### src/rtl/shift_reg_pkg.sv
// -----------------------------------------------------------------------------
// shift_reg_pkg
//   Shared definitions for the shift_reg_ctl block: the Mode encodings
//   and the controller state type.
// -----------------------------------------------------------------------------
package shift_reg_pkg;

   // Mode input encodings
   localparam logic [1:0] MODE_HOLD = 2'b00;
   localparam logic [1:0] MODE_SHL  = 2'b01;
   localparam logic [1:0] MODE_SHR  = 2'b10;
   localparam logic [1:0] MODE_LOAD = 2'b11;

   // Controller state: IDLE applies Mode each edge, SHIFT runs a sequenced shift
   typedef enum logic {
      IDLE  = 1'b0,
      SHIFT = 1'b1
   } state_t;

endpackage : shift_reg_pkg

### src/rtl/shift_step_ctr.sv
// -----------------------------------------------------------------------------
// shift_step_ctr
//   Loadable down-counter holding the number of shifts still to be done in a
//   sequenced shift. The 'last' flag marks the final remaining step.
//
// Ports
//   clk      in   rising-edge clock
//   reset    in   asynchronous, active-high clear
//   load     in   load load_val into the counter
//   load_val in   CNT_W  remaining-step count to load
//   dec      in   decrement by one (saturates at zero)
//   last     out  counter equals one: the coming edge is the final step
// -----------------------------------------------------------------------------
module shift_step_ctr #(
   parameter int CNT_W = 4
) (
   input  logic             clk,
   input  logic             reset,
   input  logic             load,
   input  logic [CNT_W-1:0] load_val,
   input  logic             dec,
   output logic             last
);

   logic [CNT_W-1:0] count;

   // NOTE: sequential state is always written with non-blocking assignments
   // so every flop samples pre-edge values, independent of process order.
   always_ff @(posedge clk or posedge reset) begin
      if (reset) begin
         count <= '0;
      end else if (load) begin
         count <= load_val;
      end else if (dec && (count != '0)) begin
         count <= count - CNT_W'(1);
      end
   end

   assign last = (count == CNT_W'(1));

endmodule : shift_step_ctr

### src/rtl/shift_reg_ctl.sv
// -----------------------------------------------------------------------------
// shift_reg_ctl
//   Universal shift register with a multi-cycle shift controller: hold,
//   one-bit left/right shift, parallel load, and a Start/Busy/Done sequenced
//   shift of up to WIDTH positions at one bit per clock.
//
//   Optional feature macro: ROTATE_EN
//     defined   - Rot=1 on a shift edge recirculates the bit shifted out
//     undefined - Rot is ignored; shifts always take SinL/SinR
//
// Ports
//   Clk     in   rising-edge clock
//   Reset   in   asynchronous, active-high; clears all state
//   Mode    in   2      00 hold, 01 shift left, 10 shift right, 11 load
//   D       in   WIDTH  parallel load data
//   SinL    in   bit entering Q[0] on a left shift
//   SinR    in   bit entering Q[WIDTH-1] on a right shift
//   Rot     in   rotate select (ROTATE_EN builds only)
//   Start   in   request a sequenced shift of Amount positions
//   Amount  in   CNT_W  sequenced shift count (clamped to WIDTH)
//   Q       out  WIDTH  register contents
//   SoutL   out  Q[WIDTH-1]
//   SoutR   out  Q[0]
//   Busy    out  sequenced shift in progress (registered)
//   Done    out  one-cycle pulse after the final sequenced shift (registered)
// -----------------------------------------------------------------------------
module shift_reg_ctl
   import shift_reg_pkg::*;
#(
   parameter int WIDTH = 8,
   parameter int CNT_W = $clog2(WIDTH + 1)
) (
   input  logic             Clk,
   input  logic             Reset,
   input  logic [1:0]       Mode,
   input  logic [WIDTH-1:0] D,
   input  logic             SinL,
   input  logic             SinR,
   input  logic             Rot,
   input  logic             Start,
   input  logic [CNT_W-1:0] Amount,
   output logic [WIDTH-1:0] Q,
   output logic             SoutL,
   output logic             SoutR,
   output logic             Busy,
   output logic             Done
);

   localparam logic [CNT_W-1:0] WIDTH_CNT = CNT_W'(WIDTH);

   state_t           state, next_state;
   logic [WIDTH-1:0] q_next;
   logic             dir_right, dir_right_next;   // latched sequenced direction
   logic             done_next;
   logic             ctr_load, ctr_dec, ctr_last;
   logic [CNT_W-1:0] n_amt;
   logic             fill_l, fill_r;
   logic [WIDTH-1:0] shl_val, shr_val;

   // Bits entering the vacated end on a shift
`ifdef ROTATE_EN
   assign fill_l = Rot ? Q[WIDTH-1] : SinL;
   assign fill_r = Rot ? Q[0]       : SinR;
`else
   logic unused_rot;
   assign unused_rot = Rot;
   assign fill_l     = SinL;
   assign fill_r     = SinR;
`endif

   assign shl_val = {Q[WIDTH-2:0], fill_l};
   assign shr_val = {fill_r, Q[WIDTH-1:1]};

   // Requests beyond WIDTH behave like WIDTH: every bit gets replaced anyway
   assign n_amt = (Amount > WIDTH_CNT) ? WIDTH_CNT : Amount;

   shift_step_ctr #(
      .CNT_W (CNT_W)
   ) u_step_ctr (
      .clk      (Clk),
      .reset    (Reset),
      .load     (ctr_load),
      .load_val (n_amt - CNT_W'(1)),
      .dec      (ctr_dec),
      .last     (ctr_last)
   );

   // NOTE: every signal written here gets a default first, so no path can
   // leave one unassigned and infer a latch.
   always_comb begin
      next_state     = state;
      q_next         = Q;
      dir_right_next = dir_right;
      done_next      = 1'b0;
      ctr_load       = 1'b0;
      ctr_dec        = 1'b0;

      case (state)
         IDLE: begin
            case (Mode)
               MODE_LOAD: q_next = D;
               MODE_SHL, MODE_SHR: begin
                  if (Start) begin
                     dir_right_next = (Mode == MODE_SHR);
                     if (n_amt == '0) begin
                        done_next = 1'b1;
                     end else begin
                        q_next = (Mode == MODE_SHR) ? shr_val : shl_val;
                        if (n_amt == CNT_W'(1)) begin
                           done_next = 1'b1;
                        end else begin
                           // First shift happens now; counter holds the rest
                           ctr_load   = 1'b1;
                           next_state = SHIFT;
                        end
                     end
                  end else begin
                     q_next = (Mode == MODE_SHR) ? shr_val : shl_val;
                  end
               end
               default: ;   // MODE_HOLD
            endcase
         end

         SHIFT: begin
            q_next  = dir_right ? shr_val : shl_val;
            ctr_dec = 1'b1;
            if (ctr_last) begin
               done_next  = 1'b1;
               next_state = IDLE;
            end
         end

         default: next_state = IDLE;
      endcase
   end

   always_ff @(posedge Clk or posedge Reset) begin
      if (Reset) begin
         state     <= IDLE;
         Q         <= '0;
         dir_right <= 1'b0;
         Done      <= 1'b0;
      end else begin
         state     <= next_state;
         Q         <= q_next;
         dir_right <= dir_right_next;
         Done      <= done_next;
      end
   end

   // Busy is the state flop itself, so it is registered and excludes Done
   assign Busy  = (state == SHIFT);
   assign SoutL = Q[WIDTH-1];
   assign SoutR = Q[0];

endmodule : shift_reg_ctl

### config.mk
export PLATFORM = sky130hd
export DESIGN_NAME = shift_reg_ctl
export DESIGN_NICKNAME = d
export VERILOG_FILES = /design/src/rtl/shift_reg_pkg.sv /design/src/rtl/shift_step_ctr.sv /design/src/rtl/shift_reg_ctl.sv
export SDC_FILE = /design/constraint.sdc
export NUM_CORES = 1
export LEC_CHECK = 0
export CELL_PAD_IN_SITES_DETAIL_PLACEMENT = 1
export CELL_PAD_IN_SITES_GLOBAL_PLACEMENT = 2
export CORE_UTILIZATION = 31
export DETAILED_ROUTE_END_ITERATION = 10
export GPL_ROUTABILITY_DRIVEN = 0
export PLACE_DENSITY_LB_ADDON = 0.25
export SYNTH_ARGS = -nofsm -noshare
export SYNTH_HDL_FRONTEND = slang
export SYNTH_SLANG_ARGS = --single-unit
### constraint.sdc
create_clock -name Clk -period 2.73 [get_ports Clk]
set_clock_uncertainty 0.15 [all_clocks]
set_input_delay 0.273 -clock Clk [delete_from_list [all_inputs] [get_ports Clk]]
set_output_delay 0.273 -clock Clk [all_outputs]
set_load 0.01 [all_outputs]
Yosys cells after proc, flatten, opt, wreduce, memory -nomap -nowiden
Index checks and enable logic that the tools add are counted.
{ "op_classes": {"addsub": 2, "n_lt_le_gt_ge": 1, "eq_ne": 7, "mux": 23, "bitwise": 1, "reduce_logical": 7} }
{ "op_table": {"columns": ["operator", "count"], "rows": [
  ["$mux 8", 4],
  ["$pmux 8 s2", 2],
  ["$mux 1", 12],
  ["$mux 4", 3],
  ["$eq 4x1->1 const B", 2],
  ["$sub 4x1->4 const B", 2],
  ["$eq 2x2->1 const B", 2],
  ["$gt 4x4->1 const B", 1],
  ["$logic_not 4->1", 1],
  ["$ne 4x4->1 const B", 1],
  ["$pmux 1 s2", 2],
  ["$reduce_bool 4->1", 1],
  ["$ne 3x1->1 const B", 1],
  ["$reduce_and 3->1", 1],
  ["$eq 2x1->1 const B", 1],
  ["$reduce_and 2->1", 1],
  ["$reduce_bool 2->1", 1],
  ["$reduce_or 2->1", 1],
  ["$logic_and 1x1->1", 1],
  ["$not 1->1", 1]
]} }
{ "word_totals": {"regBits": 15, "in_bits": 20, "output_inout_bits": 12} }

Logic depth before layout (Yosys ltp)
Gate-level depths: netlist of the first run.
{ "logic_depth": {"word_depth": 9, "depth_mapped": 7, "depth_no_buf": 6} }

Hierarchy
Synthesis of the first run repeated with hierarchy kept, for this count alone.
{ "unflattened": {"hier_cells": 131, "hier_area_um2": 1355.0} }
{ "by_module_without_submodules": {"columns": ["module", "n_inst", "cells_per_inst", "area_per_inst_um2"], "rows": [
  ["shift_reg_ctl", 1, 101, 1068.5],
  ["shift_step_ctr", 1, 30, 286.5]
]} }

Worst setup path before layout of the first run
No wires, ideal clock.
{ "synth_timing": {"kind": "in2reg", "start": "in Mode[0]", "end": "reg Q[1]", "t_arrival_ps": 1411, "required_ps": 2503, "path_slack_ps": 1092, "cell_stages": 7, "n_path_buf": 1, "cell_sequence": "inv_1 > ha_1 > nor3b_1 > a31oi_2 > buf_2 > nor2_1 > a21oi_1"} }
{ "synth_between": {"elab_chain_len": 6, "word_cells_on_any_way": 12} }
{ "synth_rtl": {"columns": ["item", "line", "text"], "rows": [
  ["start, declared", "shift_reg_ctl.sv:35", "input logic [1:0] Mode,"],
  ["$eq 2x2->1", "shift_reg_ctl.sv:100, shift_reg_ctl.sv:108, shift_reg_ctl.sv:118", null],
  ["$mux 8", "shift_reg_ctl.sv:108, shift_reg_ctl.sv:118", null],
  ["$mux 8", "shift_reg_ctl.sv:105", "if (n_amt == '0) begin"],
  ["$mux 8", "shift_reg_ctl.sv:103", "if (Start) begin"],
  ["$pmux 8 s2", "shift_reg_ctl.sv:100", "case (Mode)"],
  ["$pmux 8 s2", "shift_reg_ctl.sv:98", "case (state)"],
  ["end signal, assigned", "shift_reg_ctl.sv:146", "Q <= q_next;"],
  ["end, declared", "shift_reg_ctl.sv:42", "output logic [WIDTH-1:0] Q,"]
]} }
Several ways; a longest one is shown, not always the timed one. The select of a mux whose other input is x is not followed.
A chain may end at the register's enable or synchronous reset.

Final worst setup path of the first run
{ "layout_timing": {"start": "in Mode[0]", "end": "reg Q[7]"} }
The elaborated chain is that of the path after synthesis.

==> results of run 1 <==
-- registers in the layout, indices dropped and copies added (netlist names) --
name	flops
Busy	1
Done	1
Q	8
dir_right	1
u_step_ctr.count	4
-- cell type report --
| class | count | area [um^2] | area share |
|---|---|---|---|
| Multi-Input combinational cell | 89 | 721 | 0.470 |
| Inverter | 7 | 26.3 | 0.0171 |
| Clock buffer | 4 | 45.0 | 0.0294 |
| Tap cell | 46 | 57.6 | 0.0376 |
| Timing Repair Buffer | 31 | 308 | 0.201 |
| Sequential cell | 15 | 375 | 0.245 |
-- kinds of logic (layout without fill, tap and decap cells) --
group / after synthesis / count (layout) / share of synthesized area
compound gates: 18 / 18 / 0.0917
xor+xnor: 3 / 3 / 0.0224
fa+ha+maj: 7 / 7 / 0.0746
buf+inv: 15 / 42 / 0.0661
flops: 15 / 15 / 0.320
mux: 34 / 34 / 0.309
simple gates: 27 / 27 / 0.116
-- how the worst max path moves through the flow --
stage	endpoint	start	slack [ns]	cells after the start
after floorplan	Q[1]	Mode[0]	1.09	7
after global placement	Q[7]	Mode[0]	0.32	6
after detailed placement	Q[7]	Mode[0]	0.28	6
after CTS	Q[7]	Mode[0]	0.54	7
after global routing	Q[7]	Amount[0]	0.32	7
final	Q[7]	Mode[0]	0.55	7
-- stage by stage --
| step | instance area (um^2) | hold slack, ns | setup WS [ns] |
|---|---|---|---|
| 6_report | 1530 | 0.232 | 0.550 |
| 4_1_cts | 1530 | 0.256 | 0.543 |
| 3_5_place_dp | 1490 | 0.460 | 0.282 |
| 3_3_place_gp | 1490 | 0.439 | 0.323 |
| 2_1_floorplan | 1170 | 0.0245 | 1.09 |
| 5_1_grt | 1530 | 0.308 | 0.319 |
-- layout by cell type, fill, tap and decap left out, drive strengths merged, types with 4 or more instances in the layout --
| cell | count |
|---|---|
| a21oi | 9 |
| clkbuf | 4 |
| clkdlybuf4s50 | 30 |
| dfrtp | 15 |
| ha | 7 |
| inv | 7 |
| mux2 | 18 |
| mux2i | 16 |
| nand2 | 8 |
| nor2 | 11 |
-- layer usage --
metal / track usage / wire length, um / up-vias
met4: 0.0682 / 49 / 0
li1: - / - / 466
met5: 0 / 0 / -
met2: 0.275 / 1380 / 21
met3: 0.0254 / 113 / 5
met1: 0.207 / 1340 / 439
-- power by group through the flow --
stage | registers (mW) | clock network, mW | logic (mW)
detailed placement | 0.539 | 0 | 0.803
floorplan | 0.467 | 0 | 0.579
global placement | 0.528 | 0 | 0.770
CTS | 0.535 | 0.197 | 0.807
global route | 0.563 | 0.207 | 0.875
finish | 0.532 | 0.189 | 0.794
==> results.md, run 1 <==
- Final setup fails: 0
- Comb power frac: 0.524
- Clk sink count: 15
- Worst-path cell chain: clkdlybuf4s50_1 > inv_1 > ha_1 > nor3b_1 > a31oi_2 > nor2_1 > a31oi_1
- Synth-to-Final Area Change: 30.6%
- Synth Instances: between 100 and 150
- Vias in the first global route: approximately 1.0k
- # fillers: about 400
- Fin util: 0.442
- Flop2flop setup slack: 0.64 ns
- Die Area: 4040 um^2
- Sequential power share: 0.351
- Endpoints failing hold: 0
- DRT iter0 DRCs: 38
- Required time of the critical path: 2.76 ns
- Netlist Area Pre-Place: 1170 um^2
- Max_cap viols: 0
- Cts hold-fix bufs: 0
- Distinct cell type count after synthesis: 25
- Minimum clock period: about 2.2 ns
- Overflow after GRT: 0
- Worst setup path class: input pin to flip-flop
- Main area contributors after synthesis: dfrtp_1 32%, mux2_2 17%, mux2i_1 14%
- Layout cells sized above 1: 0.164
- Hpwl dp: between 2000 and 2500 um
- Asr flop ratio synth: 1.00
- CP startpoint kind: input pin
- Top cells by count, synth: 18 x mux2_2, 16 x mux2i_1, 15 x dfrtp_1, 11 x nor2_1, 9 x a21oi_1
- Max_slew headroom: 0.497
- Syn. warnings: 0
- Final worst path period share: 0.799
- PostCTS Resize Cnt: 0
- Peak VDD IR: roughly 0.00038 V
- Clk network pwr share: 0.125
- Most common cell in the synthesized netlist: mux2_2
- Worst Tran Pin Value: 0.752 ns
- Max Slew Vio Count: 0
- Top delay family on crit path: compound AO/OA/AOI/OAI gates
- R2R Path End: Q[7]
- Routed vias: 931
- Worst hold path class: input pin to asynchronous set/reset pin
- Inserted Clock Buffers: 3
- Wirelength per Cell: 15.0 um
- Tot Pwr: between 1.5 and 2 mW
- Synth area leader: dfrtp_1
- Post-synth top area share: 0.320
- Vias per inst: 4.85
- Antenna Nets Post-Route: 0
- CP peak stage delay: 0.64 ns
- CP max-delay cell: a31oi_2
- Initial antenna violation count: 0
- Port bufs: 30
- Psw: 0.590 mW
- CTS tree: yes
- Number of nets in the layout: 174
- Fin cells: between 150 and 200
- Die Y: around 64 um
- Post-Syn Nets: between 100 and 150
- Clock-pin slew on the worst setup and hold paths: 0.06 ns
- Achievable frequency: ~0.46 GHz
- Average cell area after synthesis: around 10 um^2
- Die X: 63.5 um
- CP bufs+invs: 2
- RSZ-0062 raised after global routing: false
- CTS Root Cell: clkbuf_8
- PwrDens: about 990 nW/um^2
- Post-CTS setup buffers: 0
- H-tree lvl count: 1
- FF-to-FF path depth: 4
- Insertion delay to the later sink of the worst-skew pair: between 0.2 and 0.3 ns
- Starting Density: 0.338
- First-pass GRT wire length: slightly above 5000 um
- Core area: between 3000 and 4000 um^2
- #FFs+latches synth: 15
- Antenna cell count: 0
- Status: completed
- Total track usage: 0.164
- Dpl cells: approximately 190
- Post-synth EDFFs: 0
- Max Root-Sink Buffers: 2
- DRC: 0
- R2R Path Start: Busy
- Rows: 21
- Final WL: roughly 2900 um
- Critical Path End Type: flip-flop
- Sequential share of the synthesized area: 0.320
- First-pass DRT Iterations: 4
- Top_reg_cell synth: dfrtp_1
- Worst Path Max Fanout: 16
- Largest net degree at the start of global routing: 19
- Setup tns final: 0 ns
- Internal: 0.925 mW
- Arrival time at the worst endpoint: 2.21 ns
- P_leak: 0.664 nW
- Switching Fraction: 0.389
- I/O pin total: 32
Power figures use the tool's default switching activity.
==> run 2, diff against run 1 <==
- CORE_UTILIZATION: 31 -> 29
- clock period: 2.73 -> 2.23 ns (I/O delays scaled with it)
==> results.md, run 2 (synthesis results as in run 1) <==
- Port bufs: 30 (unchanged)
- Critical Path End Type: flip-flop
- GRT met3 Usage: 0.0226 (-0.00279)
- Clock-pin slew on the worst setup and hold paths: 0.07 ns (about the same)
- I/O pin total: 32 (unchanged)
- Grt met2 use: 0.287 (+0.0121)
- Insertion delay to the later sink of the worst-skew pair: 0.25 ns (about the same)
- Peak VDD IR: 0.000420 V (+12%)
- Commonest non-fill, non-tap cells in the layout: 30 x clkdlybuf4s50_1, 18 x mux2_2, 16 x mux2i_1, 15 x dfrtp_1, 11 x nor2_1
- Final worst path period share: 0.860
- Antenna cell count: 0 (unchanged)
- Die Y: 65.6 um (+3.3%)
- Top delay family on crit path: multiplexers
- Inserted Clock Buffers: 3 (unchanged)
- Worst setup path class: input pin to flip-flop
- Vias in the first global route: 1057 (+3.5%)
- First-pass DRT Iterations: 3 (-1)
- First-pass GRT wire length: 4910 um (-2.6%)
- Hpwl dp: 2170 um (+2.6%)
- Fin util: 0.418 (-0.0235)
- CP startpoint kind: input pin
- R2R Path Start: u_step_ctr.count[0]
- Largest regs: Q x8, u_step_ctr.count x4
- Most common cell after layout, fill and taps aside: clkdlybuf4s50_1
- Total track usage: 0.154 (-0.0106)
- Max_slew headroom: 0.599 (+0.101)
- Final WL: 2790 um (-3.2%)
- Max Root-Sink Buffers: 2 (unchanged)
- CTS Root Cell: clkbuf_8
- Die Area: 4310 um^2 (+6.7%)
- CP bufs+invs: 1 (-1)
- Starting Density: 0.311 (-0.0272)
- Overflow after GRT: 0 (unchanged)
- H-tree lvl count: 1 (unchanged)
- Critical Path Source: Mode[1]
- Crit-path most repeated cell: mux2_2
- Rows: 22 (+4.8%)
- Synth-to-Final Area Change: 34.4%
- RSZ-0062 raised after global routing: false
- Minimum clock period: about 1.9 ns
- Met1 Usage GRT: 0.173 (-0.0343)
- P_leak: 0.688 nW (+3.7%)
- Max Slew Vio Count: 0 (unchanged)
- Largest Register: Q
- Max reg flops: 8 (unchanged)
- Cts hold-fix bufs: 0 (unchanged)
- Endpoints failing hold: 0 (unchanged)
- PostCTS Resize Cnt: 0 (unchanged)
- GR peak layer: met2
- Number of nets in the layout: 178 (+2.3%)
- R2R Path End: u_step_ctr.count[1]
- Die X: 65.6 um (+3.3%)
- CP max-delay cell: clkdlybuf4s50_1
- Arrival time at the worst endpoint: 1.90 ns (-0.31 ns)
- Status: completed
- Core area: 3770 um^2 (+8.7%)
- Achievable frequency: ~0.52 GHz
- Initial antenna violation count: 0 (unchanged)
- Wirelength per Cell: 14.1 um (-6.2%)
- CP peak stage delay: 0.48 ns (-0.16 ns)
- Worst-path cell chain: clkdlybuf4s50_1 > ha_1 > mux2_2 > mux2i_1 > mux2_2 > a21oi_1
- Max_cap viols: 0 (unchanged)
- CTS tree: yes
- # fillers: 442 (+9.7%)
- Layout cells sized above 1: 0.187 (+0.0223)
- Required time of the critical path: 2.21 ns (-0.55 ns)
- Post-CTS setup buffers: 0 (unchanged)
- Worst Tran Pin Value: 0.601 ns (-0.150 ns)
- PwrDens: 1180 nW/um^2 (+20%)
- DRC: 0 (unchanged)
- Vias per inst: 4.80 (-1.1%)
- FF-to-FF path depth: 5 (+1)
- Worst Path Max Fanout: 9 (-7)
- Clk sink count: 15 (unchanged)
- DRT iter0 DRCs: 27 (-29%)
- Setup tns final: 0 ns (unchanged)
- Worst hold path class: input pin to asynchronous set/reset pin
- Antenna Nets Post-Route: 0 (unchanged)
- Flop2flop setup slack: 0.56 ns (-0.08 ns)
- Final setup fails: 0 (unchanged)
- Largest net degree at the start of global routing: 17 (-2)
- Routed vias: 950 (+2.0%)
run 2: area by class of cell:
cell class / instances / area (um^2) / area share
multi-input combinational: 89 / 721 / 0.457
sequential: 15 / 375 / 0.238
timing repair buffer: 35 / 350 / 0.222
tap: 48 / 60.1 / 0.0381
clock buffer: 4 / 45.0 / 0.0285
inverter: 7 / 26.3 / 0.0167
run 2: per-layer routing:
layer,share of wire,wire length [um]
met1,0.41,1130
met2,0.55,1550
met3,0.034,96
met4,0.0047,13
met5,0,0
run 2: worst max path at each step:
stage	endpoint	slack (ns)	depth (start not counted)
6_report	Q[4]	0.31	6
5_1_grt	u_step_ctr.count[3]	0.15	8
4_1_cts	u_step_ctr.count[2]	0.28	8
3_5_place_dp	Q[4]	0.009	6
3_3_place_gp	Q[2]	0.08	6
2_1_floorplan	Q[1]	0.64	7
run 2: through the flow:
| step | cell area [um^2] | instances | worst slack [ns] | total power, mW | hold slack, ns |
|---|---|---|---|---|---|
| after floorplan | 1170 | 119 | 0.642 | 1.28 | -0.0255 |
| after global placement | 1530 | 194 | 0.0789 | 1.62 | 0.430 |
| after detailed placement | 1530 | 194 | 0.00896 | 1.67 | 0.461 |
| after CTS | 1580 | 198 | 0.276 | 1.91 | 0.224 |
| after global routing | 1580 | 198 | 0.147 | 2.05 | 0.250 |
| final | 1580 | 198 | 0.311 | 1.87 | 0.190 |
run 2: power breakdown:
group          switching, mW  total, mW  internal, mW
registers              0.204      0.614         0.410
logic                  0.402       1.03         0.626
clock network         0.0975      0.224         0.127
==> run 3, diff against run 2 <==
- CTS_CLUSTER_SIZE: unset -> 14
==> results of run 3 <==
Final layout, timing and power as in run 2 (identical DEF).
